==> config.mk <==
export PLATFORM = sky130hd
export DESIGN_NAME = vga_timing_gen_flat
export DESIGN_NICKNAME = d
export VERILOG_FILES = /design/src/rtl/vga_timing_gen_if.sv /design/src/rtl/vga_timing_gen.sv /design/src/flat_wrapper.sv
export SDC_FILE = /design/constraint.sdc
export NUM_CORES = 1
export LEC_CHECK = 0
export ABC_AREA = 1
export CORE_ASPECT_RATIO = 0.7
export CORE_MARGIN = 1
export CORE_UTILIZATION = 40
export CTS_CLUSTER_SIZE = 24
export DETAILED_ROUTE_END_ITERATION = 8
export GPL_TIMING_DRIVEN = 0
export PLACE_DENSITY = 0.6
export SKIP_CTS_REPAIR_TIMING = 1
export SKIP_LAST_GASP = 1
export SLEW_MARGIN = 10
export SYNTH_ARGS = -nofsm -noshare
export SYNTH_HDL_FRONTEND = slang
export SYNTH_SLANG_ARGS = --single-unit
==> constraint.sdc <==
create_clock -name clock -period 6.01 [get_ports clock]
set_input_delay 1.202 -clock clock [delete_from_list [all_inputs] [get_ports clock]]
set_output_delay 1.202 -clock clock [all_outputs]
set_load 0.05 [all_outputs]
==> src/rtl/vga_timing_gen_if.sv <==
// Shadow-register config bus for vga_timing_gen.
// master: register block side; slave: timing generator side.
interface vga_timing_gen_if #(
  parameter int CW = 12
);
  logic          cfg_we;
  logic [3:0]    cfg_sel;
  logic [CW-1:0] cfg_wdata;
  logic          cfg_commit;
  logic          cfg_busy;

  modport master (
    output cfg_we,
    output cfg_sel,
    output cfg_wdata,
    output cfg_commit,
    input  cfg_busy
  );

  modport slave (
    input  cfg_we,
    input  cfg_sel,
    input  cfg_wdata,
    input  cfg_commit,
    output cfg_busy
  );
endinterface

==> src/rtl/vga_timing_gen.sv <==
// Programmable raster timing generator: fetch coords + delayed sync/de.
// Ports: clock/reset/enable, cfg bus (slave), fetch_*, scanline, vblank, irqs, hsync/vsync/de.
module vga_timing_gen #(
  parameter int CW       = 12,
  parameter int PIPE     = 2,
  parameter int H_ACTIVE = 1280,
  parameter int H_FRONT  = 80,
  parameter int H_SYNC   = 136,
  parameter int H_BACK   = 216,
  parameter int V_ACTIVE = 960,
  parameter int V_FRONT  = 1,
  parameter int V_SYNC   = 3,
  parameter int V_BACK   = 30,
  parameter int X_SHIFT  = 1,
  parameter int Y_SHIFT  = 1,
  parameter bit HS_ACT_HIGH = 1'b0,
  parameter bit VS_ACT_HIGH = 1'b1
) (
  input  logic          clock,
  input  logic          reset,
  input  logic          enable,
  vga_timing_gen_if.slave cfg,
  output logic          fetch_valid,
  output logic [CW-1:0] fetch_x,
  output logic [CW-1:0] fetch_y,
  output logic [CW-1:0] scanline,
  output logic          vblank,
  output logic          frame_start,
  output logic          line_irq,
  output logic          hsync,
  output logic          vsync,
  output logic          de
);

  localparam logic [CW-1:0] TM_DEF [8] = '{
    CW'(H_ACTIVE), CW'(H_FRONT), CW'(H_SYNC), CW'(H_BACK),
    CW'(V_ACTIVE), CW'(V_FRONT), CW'(V_SYNC), CW'(V_BACK)
  };

  logic [CW-1:0] sh_tm   [8];
  logic [CW-1:0] sh_tm_n [8];
  logic [CW-1:0] lv_tm   [8];
  logic [2:0]    sh_xs, sh_ys, sh_xs_n, sh_ys_n;
  logic [2:0]    lv_xs, lv_ys;
  logic [CW-1:0] sh_irq, sh_irq_n, lv_irq;
  logic          pend;
  logic [CW-1:0] x, y;
  logic [CW-1:0] h_total, v_total;
  logic [CW-1:0] hs_beg, hs_end, vs_beg, vs_end;
  logic          x_last, y_last, load;
  logic          hs_act, vs_act;
  logic [2:0]    pipe [PIPE];
  logic [2:0]    p_out;

  assign h_total = lv_tm[0] + lv_tm[1] + lv_tm[2] + lv_tm[3];
  assign v_total = lv_tm[4] + lv_tm[5] + lv_tm[6] + lv_tm[7];
  assign hs_beg  = lv_tm[0] + lv_tm[1];
  assign hs_end  = hs_beg + lv_tm[2];
  assign vs_beg  = lv_tm[4] + lv_tm[5];
  assign vs_end  = vs_beg + lv_tm[6];

  assign x_last = (x == h_total - CW'(1));
  assign y_last = (y == v_total - CW'(1));

  // Live set swaps only at the frame wrap, or at once while stopped.
  assign load = pend && (!enable || (x_last && y_last));

  assign fetch_valid = enable && (x < lv_tm[0]) && (y < lv_tm[4]);
  assign fetch_x     = x >> lv_xs;
  assign fetch_y     = y >> lv_ys;
  assign scanline    = fetch_valid ? y : '0;
  assign vblank      = (y >= lv_tm[4]);
  assign frame_start = enable && (x == '0) && (y == '0);
  assign line_irq    = enable && (x == '0) && (y == lv_irq);

  assign hs_act = (x >= hs_beg) && (x < hs_end);
  assign vs_act = (y >= vs_beg) && (y < vs_end);

  assign p_out = pipe[PIPE-1];
  assign de    = p_out[2];
  assign hsync = HS_ACT_HIGH ? p_out[1] : ~p_out[1];
  assign vsync = VS_ACT_HIGH ? p_out[0] : ~p_out[0];

  assign cfg.cfg_busy = pend;

  // Shadow as it will be after this cycle's write, so a write
  // landing on the load edge is still taken by the commit.
  always_comb begin
    sh_tm_n  = sh_tm;
    sh_xs_n  = sh_xs;
    sh_ys_n  = sh_ys;
    sh_irq_n = sh_irq;
    if (cfg.cfg_we) begin
      unique case (1'b1)
        !cfg.cfg_sel[3]: begin
          sh_tm_n[cfg.cfg_sel[2:0]] =
            (cfg.cfg_wdata == '0) ? CW'(1) : cfg.cfg_wdata;
        end
        cfg.cfg_sel == 4'd8: begin
          sh_xs_n = cfg.cfg_wdata[2:0];
          sh_ys_n = cfg.cfg_wdata[6:4];
        end
        cfg.cfg_sel == 4'd9: begin
          sh_irq_n = cfg.cfg_wdata;
        end
        default: ;
      endcase
    end
  end

  always_ff @(posedge clock) begin
    if (reset) begin
      x      <= '0;
      y      <= '0;
      pend   <= 1'b0;
      sh_xs  <= 3'(X_SHIFT);
      sh_ys  <= 3'(Y_SHIFT);
      lv_xs  <= 3'(X_SHIFT);
      lv_ys  <= 3'(Y_SHIFT);
      sh_irq <= '0;
      lv_irq <= '0;
      for (int i = 0; i < 8; i++) begin
        sh_tm[i] <= TM_DEF[i];
        lv_tm[i] <= TM_DEF[i];
      end
      for (int i = 0; i < PIPE; i++) begin
        pipe[i] <= '0;
      end
    end else begin
      sh_tm  <= sh_tm_n;
      sh_xs  <= sh_xs_n;
      sh_ys  <= sh_ys_n;
      sh_irq <= sh_irq_n;
      pend   <= !load && (pend || cfg.cfg_commit);
      if (load) begin
        lv_tm  <= sh_tm_n;
        lv_xs  <= sh_xs_n;
        lv_ys  <= sh_ys_n;
        lv_irq <= sh_irq_n;
      end
      if (!enable) begin
        x <= '0;
        y <= '0;
      end else if (x_last) begin
        x <= '0;
        y <= y_last ? '0 : y + CW'(1);
      end else begin
        x <= x + CW'(1);
      end
      if (!enable) begin
        for (int i = 0; i < PIPE; i++) begin
          pipe[i] <= '0;
        end
      end else begin
        pipe[0] <= {fetch_valid, hs_act, vs_act};
        for (int i = 1; i < PIPE; i++) begin
          pipe[i] <= pipe[i-1];
        end
      end
    end
  end

endmodule

==> src/flat_wrapper.sv <==
// flat-port wrapper written by rule: the top's interface ports become plain ports
module vga_timing_gen_flat 
#(
  parameter int CW       = 12,
  parameter int PIPE     = 2,
  parameter int H_ACTIVE = 1280,
  parameter int H_FRONT  = 80,
  parameter int H_SYNC   = 136,
  parameter int H_BACK   = 216,
  parameter int V_ACTIVE = 960,
  parameter int V_FRONT  = 1,
  parameter int V_SYNC   = 3,
  parameter int V_BACK   = 30,
  parameter int X_SHIFT  = 1,
  parameter int Y_SHIFT  = 1,
  parameter bit HS_ACT_HIGH = 1'b0,
  parameter bit VS_ACT_HIGH = 1'b1
)
  (clock, reset, enable, fetch_valid, fetch_x, fetch_y, scanline, vblank, frame_start, line_irq, hsync, vsync, de, cfg_cfg_we, cfg_cfg_sel, cfg_cfg_wdata, cfg_cfg_commit, cfg_cfg_busy);
  vga_timing_gen_if #(.CW(CW)) cfg_i ();
  input  logic clock;
  input  logic reset;
  input  logic enable;
  output logic fetch_valid;
  output logic [CW-1:0] fetch_x;
  output logic [CW-1:0] fetch_y;
  output logic [CW-1:0] scanline;
  output logic vblank;
  output logic frame_start;
  output logic line_irq;
  output logic hsync;
  output logic vsync;
  output logic de;
  input wire logic [$bits(cfg_i.cfg_we)-1:0] cfg_cfg_we;
  input wire logic [$bits(cfg_i.cfg_sel)-1:0] cfg_cfg_sel;
  input wire logic [$bits(cfg_i.cfg_wdata)-1:0] cfg_cfg_wdata;
  input wire logic [$bits(cfg_i.cfg_commit)-1:0] cfg_cfg_commit;
  output wire logic [$bits(cfg_i.cfg_busy)-1:0] cfg_cfg_busy;
  assign cfg_i.cfg_we = cfg_cfg_we;
  assign cfg_i.cfg_sel = cfg_cfg_sel;
  assign cfg_i.cfg_wdata = cfg_cfg_wdata;
  assign cfg_i.cfg_commit = cfg_cfg_commit;
  assign cfg_cfg_busy = cfg_i.cfg_busy;
  vga_timing_gen #(.CW(CW), .PIPE(PIPE), .H_ACTIVE(H_ACTIVE), .H_FRONT(H_FRONT), .H_SYNC(H_SYNC), .H_BACK(H_BACK), .V_ACTIVE(V_ACTIVE), .V_FRONT(V_FRONT), .V_SYNC(V_SYNC), .V_BACK(V_BACK), .X_SHIFT(X_SHIFT), .Y_SHIFT(Y_SHIFT), .HS_ACT_HIGH(HS_ACT_HIGH), .VS_ACT_HIGH(VS_ACT_HIGH)) u_core (.clock(clock), .reset(reset), .enable(enable), .cfg(cfg_i), .fetch_valid(fetch_valid), .fetch_x(fetch_x), .fetch_y(fetch_y), .scanline(scanline), .vblank(vblank), .frame_start(frame_start), .line_irq(line_irq), .hsync(hsync), .vsync(vsync), .de(de));
endmodule
==> impl_results.md, run 1 <==
- Outcome: complete, no violations
- Count leader, synth: nand2_1
- CTS buffer count: 27
- Fin util: 0.4705
- CTS root buf: clkbuf_16
- Number of flops mapped to enable cells by yosys: 6
- Combinational fraction of design power: 0.283
- DRT Pass-1 Iters: 6
- Largest net degree at the start of global routing: 14
- TritonCTS clock tree: done
- Peak supply drop: 0.0002009 V
- Die Ht: 170.8 microns
- Largest area contributor in the netlist: dfxtp_1
- Worst skew pair latency: 560 ps
- Grt met1 use: 0.3854
- Final Hold Fails: 0
- Hold Path Class: reg -> reg
- Clk network pwr share: 0.346
- Htree depth: 1
- CP max-delay cell: ha_2
- CP Class: reg -> reg
- Total power: 0.004874 W
- Worst hold slack: 455.7 ps
- Total routed wirelength: 52.81 mm
- Synthesis-stage register bit count: 259
- # nets final: 2,567
- DPL Wire Length: 41.08 mm
- Max-slew violations: 0
- Fin cells: 2,935
- Synthesized area: 16,280 sq um
- Req. time, crit path: 6440 ps
- CP endpoint kind: flop
- Vias in the first global route: 13.87k
- WP data arrival: 6200 ps
- Total Die Area: 41,510 sq um
- Area delta synth->final: 15.40%
- Synth warnings: 0
- Routed Antenna Nets: 0
- First-pass GRT wire length: 79.83 mm
- Worst slew margin: 0.2203
- Final Critical Period: 5766 ps
- Type of origin of the critical path: flop
- Met2 usage: 0.3470
- Dpl ws: -387.6 ps
- Worst-case clock skew: 15.63 ps
- Die width: 243.1 microns
- Post-synthesis sequential area ratio: 0.3223
- Mean Syn Cell Area: 7.142 sq um
- Total congestion overflow: 0
- Ys async rst share: 0
- Fin worst setup slack: 244.2 ps
- Register share of total power: 0.371
- Fillers: 4,023
- Share of cells above drive strength 1: 0.07833
- Clock transition at path regs: 70 ps
- Bufs on Longest Clock Path: 3
- RePlAce Congestion: 0.9027
- Initial Utilization: 0.4077
- Row count: 61
- Core Area: 39,920 sq um
- Crit path max fanout: 10
- Top FF cell, synth: dfxtp_1
- Yosys cell types: 49
- Dpl cells: 2,879
- Worst path max stage delay: 390 ps
- Vias after detailed routing: 15.32k
- Vias/cell: 5.218
- Switching share of power: 0.3349
- Share of the synthesized area in the top cell type: 0.3112
- Buffers on Ports: 60
- Clk sinks: 259
- Synth cell count leaders: nand2_1, inv_1, dfxtp_1, a21oi_1, nor2_1
- Power per cell area: 259.5 nW/um^2
- Setup violations, final: 0
- DRT iter0 DRCs: 1,251
- # Max-Cap Violations: 0
- Pint: 0.003242 W
- Fmax: 173.4 MHz
- # IOs: 65
- DR WL/cell: 17.99 microns
- Least-Margin Pin Slew: 1170 ps
- Gate Count Post-Synth: 2,279
- DRC violations left: 0
- Net Switching: 0.001632 W
- Ant. Diodes: 0
- Tcrit/Tclk final: 0.9594
- Synth top area cells: dfxtp_1, ha_1, nand2_1
- Met3 GRT Util: 0.05067
- Initial antenna violation count: 0
- LEAKAGE: 8.234 nW
- Total track usage: 0.2489
- GRT busiest layer: met1
[cells by family after synthesis]
logic type | after synthesis | synth area share
flops | 259 | 0.3223
simple gates | 876 | 0.2287
compound gates | 450 | 0.1573
other cells | 1 | 0.0002304
buf+inv | 427 | 0.1055
mux | 28 | 0.01722
xor+xnor | 77 | 0.04228
fa+ha+maj | 161 | 0.1265
[placed cells by master, fill, tap and decap left out, types with 6 or more instances in the layout]
cell type	synthesis	final
edfxtp_1	6	6
nor2_1	168	165
dfxtp_1	253	250
xor2_2	0	7
nand2_2	7	7
o21bai_1	9	8
buf_6	10	8
clkinv_1	7	7
nor4_1	9	9
mux2i_1	28	28
xor2_1	43	36
conb_1	1	6
clkinv_2	0	6
clkbuf_16	0	28
buf_4	8	20
a21oi_1	189	182
o21ai_0	163	158
a21oi_2	43	50
nand3_1	122	122
a211oi_1	7	7
inv_1	332	332
or2_2	8	8
o211ai_1	14	14
and2_1	9	9
ha_1	155	145
clkbuf_1	58	60
nand2_1	485	484
clkdlybuf4s50_1	0	60
nand3b_1	9	9
nor3_1	15	15
xnor2_1	33	31
nand4_1	33	33
a21o_1	6	6
[worst max-delay path: cells and delay by family (launching register included)]
family                     cells  cell delay (ps)
xor gates and xnor gates       3              730
adders and majority gates      4             1300
AOI/OAI and AO/OA              7             1130
and+or+nand+nor               13             1540
DFF                            1              350
buffers and inverters          5              570
[final timing paths]
check        slack (ps)                to  depth (start not counted)             start
max                 240   u_core.lv_ys[1]                         32  u_core.lv_tm[84]
min                 460  u_core.lv_tm[52]                          2  u_core.lv_tm[52]
max reg2reg         240   u_core.lv_ys[1]                         32  u_core.lv_tm[84]
min reg2reg         460  u_core.lv_tm[52]                          2  u_core.lv_tm[52]
[metal layers]
layer / wire length (microns) / vias to the layer above
li1: - / 7609
met1: 26570 / 7172
met2: 20450 / 480
met3: 4817 / 55
met4: 969 / 0
met5: 0 / -
[power groups by stage]
stage	Sequential, W	Clock [W]	Combinational, W
6_report	0.00181	0.00169	0.00138
3_5_place_dp	0.00184	0	0.00127
3_3_place_gp	0.00184	0	0.00125
5_1_grt	0.00181	0.00177	0.00154
4_1_cts	0.00181	0.00171	0.00128
2_1_floorplan	0.00183	0	0.000946
[registers in the layout, indices dropped and copies added (netlist names)]
register	flops
u_core.lv_tm	96
u_core.sh_tm	96
u_core.lv_irq	12
u_core.sh_irq	12
u_core.x	12
u_core.y	12
u_core.pipe	6
u_core.lv_xs	3
u_core.lv_ys	3
u_core.sh_xs	3
u_core.sh_ys	3
u_core.cfg.cfg_busy	1
[layout make-up]
type | instances | area [sq um] | share of cell area
Multi-Input combinational cell | 1598 | 9540 | 0.5080
Clock buffer | 32 | 735.7 | 0.03917
Clock inverter | 12 | 120.1 | 0.006395
Buffer | 87 | 498.0 | 0.02651
Inverter | 340 | 1279 | 0.06808
Tap cell | 535 | 669.4 | 0.03564
Sequential cell | 259 | 5249 | 0.2795
Timing Repair Buffer | 72 | 690.7 | 0.03677
[metrics by stage]
| step | setup TNS, ps | area [sq um] |
|---|---|---|
| after floorplan | 0 | 16290 |
| after global placement | -16970 | 17560 |
| after detailed placement | -31410 | 17560 |
| after CTS | -37770 | 18420 |
| after global routing | -263.7 | 18780 |
| final | 0 | 18780 |
(Power assumes the default switching activity.)
==> run 2, diff against run 1 <==
--- a/config.mk
+++ b/config.mk
@@ -7,7 +7,6 @@
 export LEC_CHECK = 0
 export ABC_AREA = 1
 export CORE_ASPECT_RATIO = 0.7
-export CORE_MARGIN = 1
 export CORE_UTILIZATION = 40
 export CTS_CLUSTER_SIZE = 24
 export DETAILED_ROUTE_END_ITERATION = 8
==> results of run 2 <==
Final layout, timing and power as in run 1 (identical DEF).
